### src/rtl/fetch_unit.sv
// -----------------------------------------------------------------------------
// fetch_unit -- instruction fetch stage of the RISC-V core.
//
// Owns the PC, fetches one word at a time from a variable-latency instruction
// memory (req/gnt/rvalid, single outstanding request) and hands each word to
// decode over a valid/ready handshake. Branch/jump redirects arrive from
// execute as base + sign-extended immediate.
//
// Optional feature macro: FETCH_MISALIGN_TRAP_EN
//   defined   : a redirect whose target has bit 1 set parks the unit in TRAP
//               (no fetch, misalign_exc=1) until an aligned redirect or reset.
//   undefined : target bits [1:0] are forced to 0, misalign_exc is tied low.
//
// Ports
//   clk, rst_n     clock (rising edge), asynchronous active-low reset
//   imem_req       fetch request, held with a stable imem_addr until imem_gnt
//   imem_addr      word-aligned fetch address
//   imem_gnt       memory accepted the request this cycle
//   imem_rvalid    read data valid (never in the same cycle as its gnt)
//   imem_rdata     read data
//   instr_valid    instr/instr_pc/pc_plus4 valid for decode
//   instr_ready    decode accepts the instruction
//   instr          fetched instruction, NOP_INSN while nothing is valid
//   instr_pc       address of instr
//   pc_plus4       instr_pc + 4, link value for JAL/JALR
//   redirect       load a new PC (branch taken / jump)
//   redirect_base  target base: branch PC, or rs1 for JALR
//   redirect_jalr  clear target bit 0
//   imm_ext        sign-extended immediate from the extender
//   misalign_exc   instruction-address-misaligned flag
// -----------------------------------------------------------------------------
module fetch_unit #(
    parameter int unsigned     XLEN     = 32,
    parameter logic [XLEN-1:0] RESET_PC = '0,
    parameter logic [31:0]     NOP_INSN = 32'h0000_0013
) (
    input  logic            clk,
    input  logic            rst_n,
    output logic            imem_req,
    output logic [XLEN-1:0] imem_addr,
    input  logic            imem_gnt,
    input  logic            imem_rvalid,
    input  logic [31:0]     imem_rdata,
    output logic            instr_valid,
    input  logic            instr_ready,
    output logic [31:0]     instr,
    output logic [XLEN-1:0] instr_pc,
    output logic [XLEN-1:0] pc_plus4,
    input  logic            redirect,
    input  logic [XLEN-1:0] redirect_base,
    input  logic            redirect_jalr,
    input  logic [XLEN-1:0] imm_ext,
    output logic            misalign_exc
);

    typedef enum logic [2:0] {
        S_IDLE,
        S_REQ,
        S_WAIT,
        S_HOLD
`ifdef FETCH_MISALIGN_TRAP_EN
        , S_TRAP
`endif
    } state_t;

    state_t          state_q, state_d;
    logic [XLEN-1:0] fetch_pc_q, fetch_pc_d;
    logic [XLEN-1:0] addr_q, addr_d;
    logic            kill_q, kill_d;
    logic [31:0]     instr_q, instr_d;
    logic [XLEN-1:0] pc_q, pc_d;
    logic            valid_q, valid_d;
    logic            go_req;
    logic [XLEN-1:0] target_sum;
    logic [XLEN-1:0] target;

    // Redirect target wraps modulo 2^XLEN; JALR drops bit 0.
    assign target_sum = redirect_base + imm_ext;

    always_comb begin
        target = target_sum;
        if (redirect_jalr) begin
            target[0] = 1'b0;
        end
`ifndef FETCH_MISALIGN_TRAP_EN
        target[1:0] = 2'b00;
`endif
    end

    // The request address lives in its own register: a redirect that lands
    // while a request is still waiting for gnt moves fetch_pc, but the
    // in-flight request must complete at its original address.
    always_comb begin
        state_d    = state_q;
        fetch_pc_d = fetch_pc_q;
        addr_d     = addr_q;
        kill_d     = kill_q;
        instr_d    = instr_q;
        pc_d       = pc_q;
        valid_d    = valid_q;
        go_req     = 1'b0;
        imem_req   = 1'b0;

        if (redirect) begin
            fetch_pc_d = target;
        end else if (state_q == S_HOLD && instr_ready) begin
            fetch_pc_d = fetch_pc_q + XLEN'(4);
        end

        case (state_q)
            S_IDLE: begin
                go_req = 1'b1;
            end
            S_REQ: begin
                imem_req = 1'b1;
                if (imem_gnt) begin
                    state_d = S_WAIT;
                end
                // The accepted (or still pending) request fetches the old
                // address; remember to throw its data away.
                if (redirect) begin
                    kill_d = 1'b1;
                end
            end
            S_WAIT: begin
                if (imem_rvalid) begin
                    if (kill_q || redirect) begin
                        kill_d = 1'b0;
                        go_req = 1'b1;
                    end else begin
                        instr_d = imem_rdata;
                        pc_d    = addr_q;
                        valid_d = 1'b1;
                        state_d = S_HOLD;
                    end
                end else if (redirect) begin
                    kill_d = 1'b1;
                end
            end
            S_HOLD: begin
                // A redirect coinciding with ready still completes the
                // transfer; only the next PC differs (handled above).
                if (redirect || instr_ready) begin
                    valid_d = 1'b0;
                    go_req  = 1'b1;
                end
            end
`ifdef FETCH_MISALIGN_TRAP_EN
            S_TRAP: begin
                if (redirect) begin
                    go_req = 1'b1;
                end
            end
`endif
            default: begin
                state_d = S_IDLE;
            end
        endcase

        // Every path that starts a new fetch goes through here so the request
        // address always follows the freshest PC.
        if (go_req) begin
            addr_d = {fetch_pc_d[XLEN-1:2], 2'b00};
`ifdef FETCH_MISALIGN_TRAP_EN
            state_d = fetch_pc_d[1] ? S_TRAP : S_REQ;
`else
            state_d = S_REQ;
`endif
        end
    end

    always_ff @(posedge clk or negedge rst_n) begin
        if (!rst_n) begin
            state_q    <= S_IDLE;
            fetch_pc_q <= RESET_PC;
            addr_q     <= RESET_PC;
            kill_q     <= 1'b0;
            instr_q    <= NOP_INSN;
            pc_q       <= RESET_PC;
            valid_q    <= 1'b0;
        end else begin
            state_q    <= state_d;
            fetch_pc_q <= fetch_pc_d;
            addr_q     <= addr_d;
            kill_q     <= kill_d;
            instr_q    <= instr_d;
            pc_q       <= pc_d;
            valid_q    <= valid_d;
        end
    end

    assign imem_addr   = addr_q;
    assign instr_valid = valid_q;
    assign instr       = valid_q ? instr_q : NOP_INSN;
    assign instr_pc    = pc_q;
    assign pc_plus4    = pc_q + XLEN'(4);

`ifdef FETCH_MISALIGN_TRAP_EN
    assign misalign_exc = (state_q == S_TRAP);
`else
    assign misalign_exc = 1'b0;
`endif

endmodule

### config.mk
export PLATFORM = sky130hd
export DESIGN_NAME = fetch_unit
export DESIGN_NICKNAME = d
export VERILOG_FILES = /design/src/rtl/fetch_unit.sv
export SDC_FILE = /design/constraint.sdc
export NUM_CORES = 1
export LEC_CHECK = 0
export BUFFER_PORTS_ARGS = -buffer_cell sky130_fd_sc_hd__buf_2
export CELL_PAD_IN_SITES_DETAIL_PLACEMENT = 1
export CELL_PAD_IN_SITES_GLOBAL_PLACEMENT = 1
export CORE_MARGIN = 2
export CORE_UTILIZATION = 35
export CTS_CLUSTER_SIZE = 16
export DETAILED_ROUTE_END_ITERATION = 10
export GPL_TIMING_DRIVEN = 0
export HOLD_SLACK_MARGIN = 0.03
export PLACE_DENSITY = 0.74
export SKIP_CTS_REPAIR_TIMING = 1
export SLEW_MARGIN = 25
export SYNTH_ARGS = -nofsm -noshare
export SYNTH_HDL_FRONTEND = slang
export SYNTH_SLANG_ARGS = --single-unit
### constraint.sdc
create_clock -name clk -period 2.2 [get_ports clk]
set_clock_uncertainty 0.15 [all_clocks]
set_input_delay 0.33 -clock clk [delete_from_list [all_inputs] [get_ports clk]]
set_output_delay 0.33 -clock clk [all_outputs]
set_load 0.1 [all_outputs]
==> impl_results.md <==
- Outcome: finished, violations left
- Failing checks: setup timing
- Count of cell types in the netlist: 61
- CTS clock-pin slew for the worst setup and hold paths: 0.07 ns
- CTS root buf: clkbuf_16
- WHS Path Cells: 3
- Cell family contributing the most delay on the critical path: simple AND/OR/NAND/NOR gates
- Largest net degree at the start of global routing: 86
- Port Buffers: 224
- GRT overflow: 0
- P&R area growth vs syn: 66.0%
- Most frequent CP cell: and3_4
- Post-DP HPWL: 19.3 mm
- Crit-path cells: and3_4 > and3_4 > nand2b_4 > nor2_4 > and3_4 > nand4_1 > buf_6 > nor3_4 > xor2_4 > buf_12
- Multi-input gate area: 5970 um^2
- Final Hold Fails: 0
- RSZ-0062 raised after global routing: true
- Nets@finish: 1296
- Ports: 234
- Average size of a mapped cell: 9.76 um^2
- Ys Warns: 0
- Share of cells above drive strength 1: 0.567
- Tightest Hold Check Type: primary input to flip-flop
- H-tree Lvls: 4
- Combinational share of power: 0.620
- Worst-Skew Late Latency: 0.43 ns
- Post-synth ARST share: 1.00
- Final Max Tran Viols: 0
- Switching share of power: 0.554
- Drt wl/cell: 21.1 um
- Number of synthesized flops with an enable pin: 0
- Leak Pwr: 5.92 nW
- Sequential cell area fraction in the yosys report: 0.402
- # setup viols final: 60
- Die X: 154 um
- Post-Syn Area: 7860 um^2
- R2R cell count: 10
- Period utilization: 1.47
- Final wirelength: 30.6 mm
- Fmax: 310 MHz
- Maxcap violations: 0
- Sw Pwr: 10.6 mW
- Fin Setup TNS: -19.25 ns
- Slew HR: 0.529
- Critical path buffers and inverters: 2
- Register area: 3200 um^2
- CP max stage delay: 0.44 ns
- Clock power share: 0.149
- Residual DRC count: 0
- CP Launch Point: instr_pc[5]
- Iteration-0 DRC Markers: 249
- Fill count: 2322
- Worst R2R End: imem_addr[17]
- Chip height: 154 um
- Worst hold start: imem_rvalid
- Gate Count Post-Synth: 805
- Final setup margin: -1.02 ns
- Initial antenna violation count: 0
- Ys flop type: dfrtp_1
- Hold endpoint: kill_q
- Remaining antenna violation count after routing: 0
- Total GRT Usage: 0.208
- Crit path capture type: primary output
- Global-route wire length before repair: 39.3 mm
- Placed inst area: 10200 um^2
- Reg2Reg Setup Slack: -0.35 ns
- Die area: 23700 um^2
- CTS buffer count: 17
- Diode count: 0
- Number of global-route vias before repair: 7340
- Finished Cell Area: 13000 um^2
- RR Startpoint: state_q[1]
- Via count: 7792
- Register share of total power: 0.231
- CTS tree: built
- Flops & latches, synth: 126
- Internal power: 8.57 mW
- VDD IR max: 0.000867 V
- Startpoint types: flip-flop
- CP max stage cell: dfrtp_4
- Required time worst endpoint: 1.72 ns
- Worst Tran Pin Value: 0.707 ns
- PwrDens: 1470 nW/um^2
- Crit path max fanout: 6
- Core area: 22000 um^2
- Clk buf depth: 2
- 1st-pass router iterations: 4
- Placer Congestion: 0.827
- WS Path Type: flip-flop to primary output
- Critical Path AT: 2.74 ns
- Rows: 54
- Minimum clock period after layout: 3.22 ns
- Clk sinks: 126
- Via/cell ratio: 5.37
- Starting Density: 0.358
==> cell usage after synthesis (3+ instances only) <==
| library cell | number | share of area |
|---|---|---|
| nor3_1 | 10 | 0.0064 |
| or3_1 | 6 | 0.0048 |
| nor2b_1 | 5 | 0.0040 |
| a31oi_1 | 4 | 0.0032 |
| a311oi_1 | 3 | 0.0033 |
| a21oi_1 | 39 | 0.025 |
| nand2b_1 | 8 | 0.0064 |
| ha_1 | 36 | 0.057 |
| a21oi_2 | 3 | 0.0033 |
| a21o_1 | 7 | 0.0067 |
| o31ai_1 | 3 | 0.0029 |
| o21ai_0 | 36 | 0.023 |
| nand3b_1 | 3 | 0.0029 |
| and4_1 | 6 | 0.0067 |
| inv_1 | 15 | 0.0072 |
| xnor2_1 | 36 | 0.040 |
| o21ai_1 | 5 | 0.0032 |
| dfrtp_1 | 123 | 0.39 |
| mux2_2 | 81 | 0.12 |
| buf_4 | 7 | 0.0067 |
| nand3_1 | 29 | 0.018 |
| o21a_1 | 4 | 0.0038 |
| nand4_1 | 22 | 0.018 |
| and3_1 | 14 | 0.011 |
| nor2_1 | 59 | 0.028 |
| nand2_1 | 67 | 0.032 |
| mux2i_1 | 11 | 0.014 |
| a22oi_1 | 3 | 0.0029 |
| a211oi_1 | 3 | 0.0029 |
| o21bai_1 | 4 | 0.0038 |
| and2_1 | 36 | 0.029 |
| xor2_1 | 43 | 0.048 |
| o211ai_1 | 7 | 0.0067 |
| clkbuf_1 | 28 | 0.013 |
| buf_2 | 4 | 0.0025 |
| dfstp_2 | 3 | 0.010 |
==> area by class of cell <==
type,count,share of cell area
plain buffers,33,0.0186
clock buffers,18,0.0337
clock inverters,14,0.0113
inverters,16,0.00508
multi-input cells,627,0.457
flip-flops and latches,126,0.245
well taps,280,0.0269
repair buffers,336,0.202
==> power groups by stage <==
stage | Clock (mW) | Combinational (mW) | Sequential (mW)
4_1_cts | 2.85 | 9.85 | 4.31
5_1_grt | 2.97 | 12.3 | 4.58
2_1_floorplan | 0 | 4.61 | 7.68
3_5_place_dp | 0 | 9.82 | 4.34
3_3_place_gp | 0 | 9.67 | 4.28
6_report | 2.85 | 11.9 | 4.44
==> worst max path at each step <==
| stage | to | depth (start not counted) | slack [ns] |
|---|---|---|---|
| 3_5_place_dp | pc_plus4[31] | 9 | -1.12 |
| 4_1_cts | pc_plus4[31] | 9 | -1.58 |
| 2_1_floorplan | pc_plus4[25] | 8 | -0.99 |
| 3_3_place_gp | instr_pc[2] | 1 | -1.53 |
| 5_1_grt | pc_plus4[31] | 10 | -1.10 |
| 6_report | pc_plus4[31] | 10 | -1.02 |
==> metal layers <==
metal	up-vias	GRT usage	wire [um]
li1	3535	-	-
met5	-	0	0
met4	0	0.0645	1060
met1	3939	0.270	11900
met3	71	0.0307	1170
met2	247	0.358	16500
==> per-stage QoR <==
| step | instances | total power [mW] | utilization | hold slack (ns) | setup WS [ns] |
|---|---|---|---|---|---|
| 2_1_floorplan | 811 | 12.3 | - | -0.116 | -0.992 |
| 3_3_place_gp | 1315 | 13.9 | 0.464 | 0.332 | -1.53 |
| 3_5_place_dp | 1316 | 14.2 | 0.466 | 0.0830 | -1.12 |
| 4_1_cts | 1348 | 17.0 | 0.493 | -0.375 | -1.58 |
| 5_1_grt | 1450 | 19.9 | 0.594 | 0.122 | -1.10 |
| 6_report | 1450 | 19.2 | 0.594 | 0.113 | -1.02 |
==> flip-flops by register name, indices dropped and copies added, names as in the netlist <==
signal / cells
fetch_pc_q: 30
imem_addr: 30
instr_pc: 30
instr_q: 32
instr_valid: 1
kill_q: 1
state_q: 2
==> cell usage in the layout, fill, tap and decap left out, types with 19 or more instances in the layout <==
cell and n:
buf_4 70, xor2_1 28, clkbuf_4 31, a21oi_1 24, and2_2 30, nand4_1 22, buf_6 32, nand3_1 23
clkbuf_16 19, buf_2 159, buf_12 22, ha_1 19, nand2_1 57, mux2_2 64, nor2_1 43, dlygate4sd3_1 33
dfrtp_1 103, o21ai_0 23
==> worst register-to-register path, cell delays in order, from the launching register on <==
cell and delay (ns):
dfrtp_2 0.43, ha_4 0.21, and4_4 0.24, and4_4 0.27, nand3_4 0.16, nor2_4 0.14, xor2_2 0.19, o32ai_2 0.11
a311oi_2 0.26, buf_4 0.17, mux2_2 0.15
==> kinds of logic after synthesis <==
kind of cell / after synthesis / synth area share
AO/OA/AOI/OAI: 141 / 0.116
XOR/XNOR: 79 / 0.0880
adder cells (fa/ha/maj): 36 / 0.0573
buffers and inverters: 58 / 0.0326
flip-flops: 126 / 0.402
multiplexers: 93 / 0.132
other: 1 / 0.000477
AND/OR/NAND/NOR: 271 / 0.172
(Power assumes the default switching activity.)
